--- config.mk ---
export PLATFORM = sky130hd
export DESIGN_NAME = alu_mdu_seq
export DESIGN_NICKNAME = d
export VERILOG_FILES = /design/src/rtl/alu_pkg.sv /design/src/rtl/mdu_sign_fix.sv /design/src/rtl/alu_mdu_seq.sv
export SDC_FILE = /design/constraint.sdc
export NUM_CORES = 1
export LEC_CHECK = 0
export BUFFER_PORTS_ARGS = -buffer_cell sky130_fd_sc_hd__buf_2
export CORE_MARGIN = 5
export CORE_UTILIZATION = 30
export CTS_CLUSTER_DIAMETER = 80
export DETAILED_ROUTE_END_ITERATION = 8
export PLACE_DENSITY_LB_ADDON = 0.3
export REMOVE_ABC_BUFFERS = 1
export SYNTH_ARGS = -nofsm -noshare
export SYNTH_HDL_FRONTEND = slang
export SYNTH_SLANG_ARGS = --single-unit
--- constraint.sdc ---
create_clock -name clk -period 4.93 [get_ports clk]
set_clock_uncertainty 0.05 [all_clocks]
set_input_delay 0.986 -clock clk [delete_from_list [all_inputs] [get_ports clk]]
set_output_delay 0.986 -clock clk [all_outputs]
set_load 0.01 [all_outputs]
--- src/rtl/alu_pkg.sv ---
// Shared decode definitions for the EX stage: multiply/divide opcodes, the
// MDU sequencer states and the combinational ALU operation codes.
//   mdu_op_e    : 3-bit op field driven into alu_mdu_seq.op
//   mdu_state_e : alu_mdu_seq FSM states
//   alu_op_e    : operation select of the single-cycle ALU
package alu_pkg;

    typedef enum logic [2:0] {
        OP_MULTU = 3'b000,
        OP_MULT  = 3'b001,
        OP_DIVU  = 3'b010,
        OP_DIV   = 3'b011,
        OP_MTHI  = 3'b100,
        OP_MTLO  = 3'b101
    } mdu_op_e;

    typedef enum logic [1:0] {
        StIdle,
        StRun,
        StFix
    } mdu_state_e;

    typedef enum logic [3:0] {
        AluAdd,
        AluSub,
        AluAnd,
        AluOr,
        AluXor,
        AluNor,
        AluSlt,
        AluSltu,
        AluSll,
        AluSrl,
        AluSra,
        AluLui
    } alu_op_e;

    // MULT and DIV treat operands as two's complement; everything else is raw.
    function automatic logic is_signed_op(input logic [2:0] op);
        return (op == OP_MULT) || (op == OP_DIV);
    endfunction

endpackage

--- src/rtl/mdu_sign_fix.sv ---
// Combinational sign helpers for the multiply/divide unit.
//   op, a, b         : raw request; produce magnitudes and sign flags at latch time
//   a_mag/b_mag      : |a|, |b| for signed ops, raw values otherwise
//   a_neg/b_neg      : operand sign (always 0 for unsigned ops)
//   acc              : finished magnitude accumulator {upper, lower}
//   neg_res/neg_rem  : negate product/quotient, negate remainder
//   divz             : divide by zero, quotient passes through untouched
//   prod_fix/quot_fix/rem_fix : signed results written into HI/LO
module mdu_sign_fix
    import alu_pkg::*;
#(
    parameter int WIDTH = 32
) (
    input  logic [2:0]         op,
    input  logic [WIDTH-1:0]   a,
    input  logic [WIDTH-1:0]   b,
    output logic [WIDTH-1:0]   a_mag,
    output logic [WIDTH-1:0]   b_mag,
    output logic               a_neg,
    output logic               b_neg,
    input  logic [2*WIDTH-1:0] acc,
    input  logic               neg_res,
    input  logic               neg_rem,
    input  logic               divz,
    output logic [2*WIDTH-1:0] prod_fix,
    output logic [WIDTH-1:0]   quot_fix,
    output logic [WIDTH-1:0]   rem_fix
);

    logic is_signed;

    always_comb begin
        is_signed = is_signed_op(op);
        a_neg     = is_signed & a[WIDTH-1];
        b_neg     = is_signed & b[WIDTH-1];
        // |MIN| wraps to MIN, which is the correct unsigned magnitude.
        a_mag     = a_neg ? (~a + 1'b1) : a;
        b_mag     = b_neg ? (~b + 1'b1) : b;

        prod_fix  = neg_res ? (~acc + 1'b1) : acc;
        quot_fix  = (neg_res && !divz) ? (~acc[WIDTH-1:0] + 1'b1) : acc[WIDTH-1:0];
        // On divide by zero the remainder magnitude is |dividend|; restoring the
        // dividend's sign yields the raw dividend, as required for HI.
        rem_fix   = neg_rem ? (~acc[2*WIDTH-1:WIDTH] + 1'b1) : acc[2*WIDTH-1:WIDTH];
    end

endmodule

--- src/rtl/alu_mdu_seq.sv ---
// Iterative multiply/divide unit with architectural HI/LO registers.
// One product/quotient bit per cycle; WIDTH+2 cycles from accepted start to done.
//   clk, rst_n   : clock, asynchronous active-low reset
//   start, op    : request strobe and opcode (sampled only while idle)
//   srcA, srcB   : multiplicand/dividend/MTHI-MTLO data, multiplier/divisor
//   abort        : cancels the in-flight operation, HI/LO untouched
//   busy, done   : operation in flight, one-cycle result-valid pulse
//   hi, lo       : HI/LO registers; zero flags both clear
module alu_mdu_seq
    import alu_pkg::*;
#(
    parameter int WIDTH = 32
) (
    input  logic             clk,
    input  logic             rst_n,
    input  logic             start,
    input  logic [2:0]       op,
    input  logic [WIDTH-1:0] srcA,
    input  logic [WIDTH-1:0] srcB,
    input  logic             abort,
    output logic             busy,
    output logic             done,
    output logic [WIDTH-1:0] hi,
    output logic [WIDTH-1:0] lo,
    output logic             zero
);

    localparam int CNT_W = $clog2(WIDTH) + 1;

    mdu_state_e         state_q;
    logic [CNT_W-1:0]   cnt_q;
    // Multiply: {partial product, remaining multiplier bits}.
    // Divide:   {partial remainder, dividend bits shifting into quotient}.
    logic [2*WIDTH-1:0] acc_q;
    logic [WIDTH-1:0]   opnd_q;     // multiplicand or divisor magnitude
    logic               is_div_q;
    logic               neg_res_q;
    logic               neg_rem_q;
    logic               divz_q;
    logic               done_q;
    logic [WIDTH-1:0]   hi_q;
    logic [WIDTH-1:0]   lo_q;

    logic [WIDTH-1:0]   a_mag, b_mag;
    logic               a_neg, b_neg;
    logic [2*WIDTH-1:0] prod_fix;
    logic [WIDTH-1:0]   quot_fix, rem_fix;

    logic [WIDTH:0]     mul_sum;
    logic [2*WIDTH-1:0] mul_next;
    logic [WIDTH+1:0]   div_trial;
    logic [2*WIDTH-1:0] div_next;

    mdu_sign_fix #(
        .WIDTH (WIDTH)
    ) u_sign_fix (
        .op       (op),
        .a        (srcA),
        .b        (srcB),
        .a_mag    (a_mag),
        .b_mag    (b_mag),
        .a_neg    (a_neg),
        .b_neg    (b_neg),
        .acc      (acc_q),
        .neg_res  (neg_res_q),
        .neg_rem  (neg_rem_q),
        .divz     (divz_q),
        .prod_fix (prod_fix),
        .quot_fix (quot_fix),
        .rem_fix  (rem_fix)
    );

    always_comb begin
        // Shift-add: add multiplicand when the current multiplier LSB is set,
        // then shift the whole accumulator right keeping the carry.
        mul_sum  = {1'b0, acc_q[2*WIDTH-1:WIDTH]} + (acc_q[0] ? {1'b0, opnd_q} : '0);
        mul_next = {mul_sum, acc_q[WIDTH-1:1]};

        // Restoring step. Two guard bits keep the borrow honest even for a zero
        // divisor, where the partial remainder is not bounded by the divisor.
        div_trial = {1'b0, acc_q[2*WIDTH-1:WIDTH], acc_q[WIDTH-1]} - {2'b00, opnd_q};
        if (div_trial[WIDTH+1]) begin
            div_next = {acc_q[2*WIDTH-2:0], 1'b0};
        end else begin
            div_next = {div_trial[WIDTH-1:0], acc_q[WIDTH-2:0], 1'b1};
        end
    end

    always_ff @(posedge clk or negedge rst_n) begin
        if (!rst_n) begin
            state_q   <= StIdle;
            cnt_q     <= '0;
            acc_q     <= '0;
            opnd_q    <= '0;
            is_div_q  <= 1'b0;
            neg_res_q <= 1'b0;
            neg_rem_q <= 1'b0;
            divz_q    <= 1'b0;
            done_q    <= 1'b0;
            hi_q      <= '0;
            lo_q      <= '0;
        end else begin
            done_q <= 1'b0;
            unique case (state_q)
                StIdle: begin
                    if (start && !abort) begin
                        if (!op[2]) begin
                            is_div_q  <= op[1];
                            neg_res_q <= a_neg ^ b_neg;
                            neg_rem_q <= a_neg;
                            divz_q    <= op[1] && (srcB == '0);
                            opnd_q    <= op[1] ? b_mag : a_mag;
                            acc_q     <= {{WIDTH{1'b0}}, (op[1] ? a_mag : b_mag)};
                            cnt_q     <= CNT_W'(WIDTH);
                            state_q   <= StRun;
                        end else if (op == OP_MTHI) begin
                            hi_q <= srcA;
                        end else if (op == OP_MTLO) begin
                            lo_q <= srcA;
                        end
                    end
                end
                StRun: begin
                    if (abort) begin
                        state_q <= StIdle;
                    end else begin
                        acc_q <= is_div_q ? div_next : mul_next;
                        cnt_q <= cnt_q - 1'b1;
                        if (cnt_q == CNT_W'(1)) begin
                            state_q <= StFix;
                        end
                    end
                end
                StFix: begin
                    state_q <= StIdle;
                    if (!abort) begin
                        done_q <= 1'b1;
                        if (is_div_q) begin
                            hi_q <= rem_fix;
                            lo_q <= quot_fix;
                        end else begin
                            hi_q <= prod_fix[2*WIDTH-1:WIDTH];
                            lo_q <= prod_fix[WIDTH-1:0];
                        end
                    end
                end
                default: state_q <= StIdle;
            endcase
        end
    end

    assign busy = (state_q == StRun) || (state_q == StFix);
    assign done = done_q;
    assign hi   = hi_q;
    assign lo   = lo_q;
    assign zero = (hi_q == '0) && (lo_q == '0);

endmodule

==> impl_results.md <==
* Cts hold-fix bufs at 0
* Dpl hpwl at 45780 um
* Design area at 17340 um2
* Ys flop type: dfrtp_1
* Final Util at about 35%
* Cell accounting for the most synthesized area: dfrtp_1
* Post-CTS Setup Inserts at 0
* Vias in the first global route at 14800
* Critical path type: reg -> reg
* Initial antenna violation count at 7
* Clk_lat worst skew at 0.50 ns
* GPL Wtd Cong at 0.9410
* Worst EP arrival at 4.42 ns
* # resized after CTS at 0
* Synth Area per Inst at slightly below 8 um2
* Min Clock Period, post-route at 4.062 ns
* Post-synth EDFFs at 0
* Grt total ovfl at 0
* Routed len/inst at between 20 and 25 um
* Fillers at 5316
* Slew HR at 14.66%
* H-tree depth at 4
* Die Wd at 235.2 um
* # Max-Cap Violations at 0
* Dominant cells by area after synthesis: dfrtp_1, o21ai_0, a21oi_1, ha_1, xnor2_1
* Detailed-route wire length at 59870 um
* Clock Tree Root: clkbuf_16
* CTS tree: done
* Setup-failing EPs final at 0
* Slew @ Worst Pin at 1.280 ns
* Die Ht at 235.2 um
* Most common cell after layout, fill and taps aside: nor2_1
* Crit Path Max Fanout at 12
* Footprint of the multi-input gates at a little over 10000 um2
* Area share of the largest cell type after synthesis at 28.44%
* Remaining antenna violation count after routing at 0
* Most frequent cells in the layout: nor2_1, o21ai_0, nand2_1, a21oi_1, dfrtp_1
* Synthesized area at 15220 um2
* # DRC at 0
* CP startpoint kind: flip-flop
* Pin count of the biggest net entering global routing at 80
* Ys Warns at 0
* Clk sinks at 173
* Data required time at the worst endpoint at 5.28 ns
* CTS buffer count at 17
* Seq/Total Area, Yosys at roughly 28%
* Final Net Count at 2209
* Unique cell type count in the Yosys netlist at 72
* Total core area at 50170 um2
* Gr usage total at between 20% and 30%
* Area after DPL at 16680 um2
* Final hold violation count at 0
* Initial core utilization at 30.34%
* Clk buf depth at 2
* Asr flop ratio synth at 100.0%
* Total I/O pin count at 138
* RSZ-0062 raised after global routing: no
* I/O Buffers at approximately 140
* Worst Hold Class: in -> async
* Die area at 55340 um2
* Leakage at 7.671 nW
* FF/Latch Area at 4330 um2
* Top achievable clock speed at between 0.2 and 0.25 GHz
* Critical Path End Type: flip-flop
* Max Slew Vio Count at 0
* Vias per Instance at 5.633
* Status: completed
* Post-route setup TNS at 0 ns
* Max IR drop VDD at ~0.34 mV
* Synthesis-to-finish area growth at 13.91%
* Row count at roughly 80
* Total number of vias at between 15000 and 20000
* Reg clk slew, reported paths at 0.08 ns
* Pwr dens at 615.2 nW/um2
* Synthesized flop and latch total at 173
* First drt pass iteration count at 5
* Fraction of layout cells with a size suffix above 1 at 12.76%
* Synth Instances at 1978
* Detailed Route Iter0 Violations at 1325
* First-pass GRT wire length at between 90000 and 100000 um
* Period utilization at 82.40%
[critical path, stage by stage (launching register included)]
cell and delay [ns]:
dfrtp_1 0.45, inv_1 0.37, nor2_1 0.16, ha_1 0.43, and4_1 0.31, and3_1 0.18, o311ai_0 0.21, a211oi_1 0.58
nor4_1 0.12, a211oi_1 0.55, mux2i_1 0.25, a21oi_1 0.08, o31ai_1 0.21
[report_power, final]
part           switching (mW)  total (mW)  internal, mW  leakage [nW]
clock network           0.747        1.57         0.827         0.317
registers               0.856        2.87          2.01          2.14
logic                    3.77        6.22          2.46          5.21
[final timing paths]
check / from / endpoint / slack [ns] / cells past startpoint
max: acc_q[0]$_DFFE_PN0P_ / acc_q[61]$_DFFE_PN0P_ / 0.87 / 12
min: rst_n / lo[7]$_DFFE_PN0P_ / 0.40 / 1
max reg2reg: acc_q[0]$_DFFE_PN0P_ / acc_q[61]$_DFFE_PN0P_ / 0.87 / 12
min reg2reg: opnd_q[7]$_DFFE_PN0P_ / opnd_q[7]$_DFFE_PN0P_ / 0.44 / 2
max in group asynchronous: rst_n / acc_q[55]$_DFFE_PN0P_ / 3.28 / 2
min in group clk: opnd_q[7]$_DFFE_PN0P_ / opnd_q[7]$_DFFE_PN0P_ / 0.44 / 2
[cells by family after synthesis]
| family | share of synthesized area, % |
|---|---|
| buffers and inverters | 4.398 |
| AO/OA/AOI/OAI | 26.73 |
| flip-flops | 28.44 |
| XOR/XNOR | 9.725 |
| AND/OR/NAND/NOR | 19.81 |
| adder cells (fa/ha/maj) | 6.264 |
| multiplexers | 4.628 |
[sequential cells by signal, indices dropped and copies added (netlist names)]
name	count
opnd_q	32
neg_res_q	1
acc_q	64
is_div_q	1
lo	32
neg_rem_q	1
hi	32
state_q	2
divz_q	1
done	1
cnt_q	6
[stage by stage]
step / hold WS [ns] / power (mW) / std cells / setup slack (ns)
after floorplan: 0.3985 / 6.860 / 1870 / 0.3188
after global placement: 0.4149 / 8.923 / 2716 / 0.8919
after detailed placement: 0.4208 / 8.979 / 2716 / 0.9023
after CTS: 0.4066 / 10.60 / 2748 / 0.9771
after global routing: 0.4244 / 11.46 / 2748 / 0.7273
final: 0.4032 / 10.66 / 2749 / 0.8678
[Yosys cell counts (40+ instances only)]
cell type	number
a211oi_1	42
a21o_1	55
a21oi_1	200
clkbuf_1	94
dfrtp_1	173
ha_1	73
inv_1	69
mux2i_1	40
nand2_1	201
nor2_1	209
o21ai_0	205
xnor2_1	91
xor2_1	78
[routing by layer]
layer / vias up / GRT usage (%) / wire [um]
met4: 14 / 7.336 / 1859
met5: - / 0 / 102
li1: 7348 / - / -
met3: 98 / 3.772 / 3722
met1: 7493 / 28.81 / 27090
met2: 532 / 33.38 / 27100
[area by class of cell]
class / count / share of cell area (%)
diodes: 1 / 0.01443
multi-input cells: 1627 / 59.21
repair buffers: 174 / 5.680
well taps: 672 / 4.850
flip-flops and latches: 173 / 24.98
clock buffers: 17 / 2.454
inverters: 70 / 1.516
clock inverters: 15 / 1.299
No activity file was read; power rests on OpenSTA's default activity.
